`src/rtl/fft_stage_sequencer.sv`:
```
// Address/twiddle sequencer for an in-place radix-2 DIT FFT around one pipelined butterfly.
// Optional cycle counter output enabled by defining FFT_SEQ_CYCLE_COUNT_EN.
module fft_stage_sequencer #(
  parameter int LOG2N   = 4,
  parameter int MEM_LAT = 1,
  parameter int BFU_LAT = 5
) (
  input  logic                       clk,
  input  logic                       clear,
  input  logic                       start,
  output logic                       busy,
  output logic                       done,
  output logic [$clog2(LOG2N)-1:0]   stage,
  output logic                       rd_en,
  output logic [LOG2N-1:0]           rd_addr_a,
  output logic [LOG2N-1:0]           rd_addr_b,
  output logic [LOG2N-2:0]           tw_addr,
  output logic                       wr_en,
  output logic [LOG2N-1:0]           wr_addr_a,
  output logic [LOG2N-1:0]           wr_addr_b
`ifdef FFT_SEQ_CYCLE_COUNT_EN
  ,
  output logic [31:0]                cycle_count
`endif
);

  localparam int unsigned L  = MEM_LAT + BFU_LAT;
  localparam int unsigned SW = $clog2(LOG2N);
  localparam int unsigned KW = LOG2N - 1;
  localparam int unsigned CW = (L > 1) ? $clog2(L) : 1;
  localparam logic [SW-1:0] S_LAST     = SW'(LOG2N - 1);
  localparam logic [CW-1:0] DRAIN_LAST = CW'(L - 1);

  localparam logic [1:0] S_IDLE   = 2'd0;
  localparam logic [1:0] S_ISSUE  = 2'd1;
  localparam logic [1:0] S_DRAIN  = 2'd2;
  localparam logic [1:0] S_FINISH = 2'd3;

  logic [1:0]    state;
  logic [KW-1:0] k;
  logic [CW-1:0] drain_cnt;

  function automatic logic [LOG2N-1:0] pos_mask(input logic [SW-1:0] s);
    return (LOG2N'(1) << s) - LOG2N'(1);
  endfunction

  // Inserting a zero at bit s of k gives the a index; setting that bit gives b.
  function automatic logic [LOG2N-1:0] addr_a_of(input logic [KW-1:0] kk, input logic [SW-1:0] s);
    logic [LOG2N-1:0] kx;
    logic [LOG2N-1:0] m;
    kx = {1'b0, kk};
    m  = pos_mask(s);
    return ((kx & ~m) << 1) | (kx & m);
  endfunction

  function automatic logic [LOG2N-1:0] addr_b_of(input logic [KW-1:0] kk, input logic [SW-1:0] s);
    return addr_a_of(kk, s) | (LOG2N'(1) << s);
  endfunction

  function automatic logic [KW-1:0] tw_of(input logic [KW-1:0] kk, input logic [SW-1:0] s);
    logic [LOG2N-1:0] pos;
    int unsigned      sh;
    pos = {1'b0, kk} & pos_mask(s);
    sh  = (LOG2N - 1) - int'(s);
    return KW'(pos << sh);
  endfunction

  always_ff @(posedge clk) begin
    if (clear) begin
      state     <= S_IDLE;
      stage     <= '0;
      k         <= '0;
      drain_cnt <= '0;
      busy      <= 1'b0;
      done      <= 1'b0;
      rd_en     <= 1'b0;
      rd_addr_a <= '0;
      rd_addr_b <= '0;
      tw_addr   <= '0;
    end else begin
      case (state)
        S_IDLE: begin
          done <= 1'b0;
          if (start) begin
            state     <= S_ISSUE;
            busy      <= 1'b1;
            stage     <= '0;
            k         <= '0;
            rd_en     <= 1'b1;
            rd_addr_a <= addr_a_of('0, '0);
            rd_addr_b <= addr_b_of('0, '0);
            tw_addr   <= tw_of('0, '0);
          end
        end
        S_ISSUE: begin
          if (k == '1) begin
            rd_en     <= 1'b0;
            drain_cnt <= '0;
            state     <= S_DRAIN;
          end else begin
            k         <= k + 1'b1;
            rd_addr_a <= addr_a_of(k + 1'b1, stage);
            rd_addr_b <= addr_b_of(k + 1'b1, stage);
            tw_addr   <= tw_of(k + 1'b1, stage);
          end
        end
        S_DRAIN: begin
          if (drain_cnt == DRAIN_LAST) begin
            if (stage == S_LAST) begin
              state <= S_FINISH;
              busy  <= 1'b0;
              done  <= 1'b1;
            end else begin
              state     <= S_ISSUE;
              stage     <= stage + 1'b1;
              k         <= '0;
              rd_en     <= 1'b1;
              rd_addr_a <= addr_a_of('0, stage + 1'b1);
              rd_addr_b <= addr_b_of('0, stage + 1'b1);
              tw_addr   <= tw_of('0, stage + 1'b1);
            end
          end else begin
            drain_cnt <= drain_cnt + 1'b1;
          end
        end
        S_FINISH: begin
          done  <= 1'b0;
          state <= S_IDLE;
        end
        default: state <= S_IDLE;
      endcase
    end
  end

  // Write side is the read side delayed by memory plus butterfly latency.
  logic [L-1:0]     pv;
  logic [LOG2N-1:0] pa [L];
  logic [LOG2N-1:0] pb [L];

  always_ff @(posedge clk) begin
    if (clear) begin
      pv <= '0;
      for (int unsigned i = 0; i < L; i++) begin
        pa[i] <= '0;
        pb[i] <= '0;
      end
    end else begin
      pv[0] <= rd_en;
      pa[0] <= rd_addr_a;
      pb[0] <= rd_addr_b;
      for (int unsigned i = 1; i < L; i++) begin
        pv[i] <= pv[i-1];
        pa[i] <= pa[i-1];
        pb[i] <= pb[i-1];
      end
    end
  end

  assign wr_en     = pv[L-1];
  assign wr_addr_a = pa[L-1];
  assign wr_addr_b = pb[L-1];

`ifdef FFT_SEQ_CYCLE_COUNT_EN
  always_ff @(posedge clk) begin
    if (clear) begin
      cycle_count <= '0;
    end else if (state == S_IDLE && start) begin
      cycle_count <= '0;
    end else if (busy && cycle_count != '1) begin
      cycle_count <= cycle_count + 1'b1;
    end
  end
`endif

endmodule

```
`config.mk`:
```
export PLATFORM = sky130hd
export DESIGN_NAME = fft_stage_sequencer
export DESIGN_NICKNAME = d
export VERILOG_FILES = /design/src/rtl/fft_stage_sequencer.sv
export SDC_FILE = /design/constraint.sdc
export NUM_CORES = 1
export LEC_CHECK = 0
export BUFFER_PORTS_ARGS = -buffer_cell sky130_fd_sc_hd__buf_2
export CORE_AREA = 2 2 110 112
export CTS_CLUSTER_SIZE = 16
export DETAILED_ROUTE_END_ITERATION = 12
export DIE_AREA = 0 0 112 114
export PLACE_DENSITY_LB_ADDON = 0.25
export SYNTH_ARGS = -nofsm -noshare
export SYNTH_HDL_FRONTEND = slang
export SYNTH_SLANG_ARGS = --single-unit
```
`constraint.sdc`:
```
create_clock -name clk -period 2.4 [get_ports clk]
set_input_delay 0.12 -clock clk [delete_from_list [all_inputs] [get_ports clk]]
set_output_delay 0.12 -clock clk [all_outputs]
set_load 0.03 [all_outputs]
```
# Yosys cells after proc, flatten, opt, wreduce, memory -nomap -nowiden
# Memory sizes are Yosys's and may differ from the RTL's.
# Cells that the tools add are included.
word_totals:
  ff_bits: 30
  ram_bits: 48
  output_inout_bits: 25
  wordCells: 123
  mem_count: 2
op_classes:
  n_addsub: 6
  n_eq_ne: 13
  n_shift: 4
  mux: 57
  bitwise_logic: 17
  reduce_logical: 13
mem_list:
  columns: ["memory", "depth", "width", "read_ports", "rd_clocked_by_memory_dff", "wr", "line", "rtl"]
  rows:
  - ["pa", 6, 4, 6, 0, 6, "137", "logic [LOG2N-1:0] pa [L];"]
  - ["pb", 6, 4, 6, 0, 6, "138", "logic [LOG2N-1:0] pb [L];"]
ops:
  columns: ["op", "n"]
  rows:
  - ["two-way mux 4 bit", 20]
  - ["left shift 1 x 32 -> 3 bit (first input constant)", 1]
  - ["left shift 4 x 32 -> 3 bit", 1]
  - ["two-way mux 3 bit", 9]
  - ["case mux 4 bit (3 select lines)", 2]
  - ["case mux 3 bit (3 select lines)", 2]
  - ["two-way mux 2 bit", 7]
  - ["!= test 2 bit (second input constant)", 7]
  - ["OR 1 bit", 12]
  - ["two-way mux 1 bit", 11]
  - ["AND reduction 5 bit", 2]
  - ["AND reduction 3 bit", 3]
  - ["OR 4 bit", 2]
  - ["case mux 2 bit (4 select lines)", 1]
  - ["AND reduction 4 bit", 2]
  - ["left shift 1 x 2 -> 4 bit (first input constant)", 2]
  - ["adder 3 x 1 -> 3 bit (second input constant)", 2]
  - ["== test 2 bit (second input constant)", 3]
  - ["== test 3 bit (second input constant)", 2]
  - ["case mux 3 bit (2 select lines)", 1]
  - ["nonzero test 2 bit", 3]
  - ["subtractor 2 x 2 -> 3 bit (first input constant)", 2]
  - ["bitwise AND 3 x 4 -> 4 bit", 1]
  - ["case mux 1 bit (2 select lines)", 2]
  - ["other kinds (10)", 10]

# Depth between registers and ports, before layout
depth:
  ltp_word: 8
  ltp_mapped: 9
  mapped_depth_nobuf: 6

# Worst setup path after synthesis
# OpenSTA, ideal clock, no wires.
synth_timing:
  path_kind: "register to register"
  from: "register stage[0]"
  to: "register tw_addr[2]"
  t_arrival_ns: 2.254
  slack_ns: 0.076
  path_stages_with_launch: 8
  synth_period_minus_slack_ns: 2.324
  cell_sequence: "dfxtp_1 ha_1 buf_6 a221o_1 or3_1 buf_2 or4_1 a21oi_1"
synth_via:
  elab_chain_len: 6
synth_rtl:
  columns: ["item", "line", "rtl"]
  rows:
  - ["from (decl)", "13", "output logic [$clog2(LOG2N)-1:0] stage,"]
  - ["from (signal assigned)", "115", "stage <= stage + 1'b1;"]
  - ["left shift 1 x 2 -> 4 bit / adder 2 x 1 -> 2 bit (equally long branches)", "44, 120", null]
  - ["subtractor 4 x 2 -> 4 bit / subtractor 2 x 2 -> 3 bit (equally long branches)", "44, 64", null]
  - ["bitwise AND 3 x 4 -> 4 bit / left shift 1 x 32 -> 3 bit (equally long branches)", "63, 65", null]
  - ["left shift 4 x 32 -> 3 bit / two-way mux 3 bit (equally long branches)", "65, 109", null]
  - ["two-way mux 3 bit (on tied branches)", "96, 108", null]
  - ["case mux 3 bit (3 select lines)", "81", "case (state)"]
  - ["to (signal assigned)", "92", "tw_addr <= tw_of('0, '0);"]
  - ["to (signal assigned)", "104", "tw_addr <= tw_of(k + 1'b1, stage);"]
  - ["to (signal assigned)", "120", "tw_addr <= tw_of('0, stage + 1'b1);"]
  - ["to (decl)", "17", "output logic [LOG2N-2:0] tw_addr,"]
# Parallel ways exist; a longest one is shown, timed or not. The select of a mux whose other input is x is not followed.
# A chain may end at the register's enable or synchronous reset.

# Final worst setup path
layout_timing:
  from: "register k[0]"
  to: "register tw_addr[2]"
layout_via:
  elab_chain_len: 5
layout_rtl:
  columns: ["item", "line", "rtl"]
  rows:
  - ["from (decl)", "40", "logic [KW-1:0] k;"]
  - ["from (signal assigned)", "101", "k <= k + 1'b1;"]
  - ["adder 3 x 1 -> 3 bit", "104", null]
  - ["bitwise AND 3 x 4 -> 4 bit", "63", "pos = {1'b0, kk} & pos_mask(s);"]
  - ["left shift 4 x 32 -> 3 bit", "65", "return KW'(pos << sh);"]
  - ["two-way mux 3 bit", "96", "if (k == '1) begin"]
  - ["case mux 3 bit (3 select lines)", "81", null]
# Parallel ways exist; a longest one is shown, timed or not. The select of a mux whose other input is x is not followed.

==> summary.json <==
{
  "status": {
    "outcome": "finished, final reports clean"
  },
  "detailed_routing": {
    "drc": 0,
    "via_count_of_the_routed_design": 1985,
    "ant_nets": 0,
    "detail_route.vias_per_cell": 4.26,
    "drtIter0Drc": 113,
    "avgRoutedWirePerCell_um": 11.4,
    "dr.pass1.iters": 4,
    "drt_wl_total_mm": 5.33
  },
  "final_layout": {
    "fin_nets": 333,
    "final-instance-count-excl-fill": 466,
    "area.growth.synth_to_final_pct": 21.6,
    "postLayoutCoreUtil_pct": 29.7,
    "num_antenna_cells": 0,
    "final_layout_size_suffix_gt1_share_pct": 17.6,
    "fin_area_mm2": 0.00347
  },
  "sta": {
    "worst_slew_pin_slew_ns": 0.641,
    "rsz0062_at_grt": "false",
    "hold_violations": 0,
    "maxSlewHeadroom_pct": 57.3,
    "slew_violations": 0,
    "finalSetupTns_ns": 0,
    "final.period_utilization_pct": 90.8,
    "final-setup-viol-count": 0,
    "achievable_freq_mhz": 459,
    "fin_ws_ns": 0.221,
    "fin_worst_hold_slack_ns": 0.0743,
    "finClkSkew_ns": 0.00853,
    "min_period_ns": 2.18
  },
  "grt": {
    "grt_pass1_vias": 1791,
    "grt_use_total_pct": 8.76,
    "antenna_violations_before_repair": 0,
    "wire_length_of_the_first_global_routing_pass_mm": 8.71,
    "globalRouteOverflowTotal": 0,
    "grt_start_max_net_pins": 37
  },
  "floorplan": {
    "chipHeight_um": 114,
    "io_pins": 28,
    "floorplan.initialDensity_pct": 24.4,
    "floorplan.die.width_um": 112,
    "fp-row-count": 40,
    "placeableCoreArea_mm2": 0.0117,
    "die_area_mm2": 0.0128
  },
  "setup_path": {
    "worstSetupEndpointType": "register",
    "critPathArrivalTime_ns": 2.44,
    "path_max_fanout": 5,
    "worstSetupStartpointType": "register",
    "timing.setup.critical_path_class": "register to register",
    "r2r_setup_slack_ns": 0.22,
    "worst_ep_required_time_ns": 2.66
  },
  "placement": {
    "post-place-cells": 450,
    "portbufs": 27,
    "post_dp_cell_area_mm2": 0.00319,
    "place_hpwl_mm": 3.59,
    "place.gp.congestion": 0.794,
    "preCtsSetupSlack_ns": 0.233
  },
  "synth": {
    "yosys.cell_types.count": 43,
    "synthesis.area_mm2": 0.00286,
    "yosys_warnings": 0,
    "post_synth_mux_area_share_pct": 0.350,
    "post_synth_edffs": 0,
    "mappedNetlistNets": 300,
    "asyncSetResetFlopFracSynth_pct": 0,
    "ys_ff_latch": 78,
    "compound_gate_fraction_of_synth_area_pct": 11.9,
    "post_synth_xor_area_fraction_pct": 0.613,
    "avgSynthCellArea_um2": 10.2,
    "post_synth_and_or_nand_nor_area_fraction_pct": 22.3,
    "synth-adder-area-share_pct": 7.01,
    "synthCells": 281,
    "synth_top_family_by_area": "simple AND/OR/NAND/NOR gates",
    "yosysSeqAreaShare_pct": 54.7,
    "ys_dominant_reg_cell": "sky130_fd_sc_hd__dfxtp_1"
  },
  "clock_tree": {
    "cts_made_buffers": 9,
    "worstSkewPairLatency_ns": 0.33,
    "cts-htree-levels": 3,
    "clk_transition_reported_paths_ns": 0.07,
    "cts_max_path_buffers": 2,
    "cts_tree": "done",
    "hold_buffers": 0,
    "clock_tree.root_cell": "sky130_fd_sc_hd__clkbuf_16",
    "cts_num_sinks": 78,
    "post_cts_resize_count": 0,
    "cts.repair_timing.setup_buffer_count": 0
  },
  "pwr": {
    "peakVddDrop_mv": 0.384,
    "cellPowerDensity_mw_per_mm2": 1040,
    "static-leakage-power_nw": 1.42,
    "report.power.total_mw": 3.60
  },
  "run": {
    "number_of_maximum_capacitance_violations": 0
  },
  "worst_hold_path": {
    "min_path_type": "primary input to register"
  }
}
Yosys cell counts (all sizes together) (2+ instances only):
library cell  instances  area (µm²)
dfxtp                78        1560
nor2b                60         375
ha                   16         200
nor2                 15        56.3
clkbuf               13        48.8
nand2                13        48.8
a21oi                11        55.1
o21ai                10        50.1
a22oi                 7        52.6
inv                   7        26.3
nor3                  4        20.0
a21boi                3        22.5
a311oi                3        26.3
and2                  3        18.8
nand3                 3        15.0
nor4                  3        25.0
a21o                  2        15.0
a221o                 2        20.0
a22o                  2        17.5
and3                  2        12.5
buf                   2        16.3
nand4                 2        12.5
o2bb2ai               2        17.5
o31ai                 2        15.0
registers in the layout, summed over array words and instances, names as in the netlist:
register	count
pb	24
pa	24
pv	6
rd_en	1
rd_addr_a	4
done	1
drain_cnt	3
tw_addr	3
k	3
stage	2
rd_addr_b	4
state	2
busy	1
report_power, final:
| group | internal, mW | total (mW) | switching, mW |
|---|---|---|---|
| clock | 0.725 | 1.30 | 0.573 |
| sequential | 1.39 | 1.44 | 0.0589 |
| combinational | 0.320 | 0.859 | 0.539 |
metal layers:
metal  wire length, µm  up-vias  global-route usage (%)
li1                  -     1021                       -
met1              2470      930                    10.1
met2              2610       29                    14.4
met3               198        5                    4.09
met4                53        0                    3.09
met5                 0        -                       0
final timing paths:
kind / from / endpoint / depth (start not counted)
max: k[0] / tw_addr[2] / 6
min: start / busy / 3
max reg2reg: k[0] / tw_addr[2] / 6
min reg2reg: pa[2][1] / pa[3][1] / 1
critical path, stage by stage, from the launching register on:
cell	delay, ns
sky130_fd_sc_hd__dfxtp_1	0.34
sky130_fd_sc_hd__ha_1	0.21
sky130_fd_sc_hd__ha_1	0.24
sky130_fd_sc_hd__a221o_1	0.34
sky130_fd_sc_hd__or3_1	0.32
sky130_fd_sc_hd__or4_1	0.52
sky130_fd_sc_hd__a21oi_1	0.14
area by class of cell:
class                      instances  area, µm²
clock buffer                       9        225
clock inverter                     7       63.8
fill                            1245       8240
inverter                           7       26.3
multi-input combinational        181       1200
sequential                        78       1560
tap                              147        184
timing repair buffer              37        210
cells in the final DEF (no fill, tap or decap), drive strengths merged, types with 4 or more instances in the layout:
| cell | count |
|---|---|
| a21oi | 11 |
| a22oi | 7 |
| buf | 37 |
| clkbuf | 9 |
| dfxtp | 78 |
| ha | 16 |
| inv | 12 |
| nand2 | 13 |
| nor2 | 15 |
| nor2b | 60 |
| nor3 | 4 |
| o21ai | 10 |
kinds of logic (layout without fill, tap and decap cells):
group | Yosys count | in the layout
simple gates | 112 | 112
compound gates | 50 | 50
xor+xnor | 2 | 2
buf+inv | 22 | 60
fa+ha+maj | 16 | 16
mux | 1 | 1
flops | 78 | 78
Power figures use the tool's default switching activity.
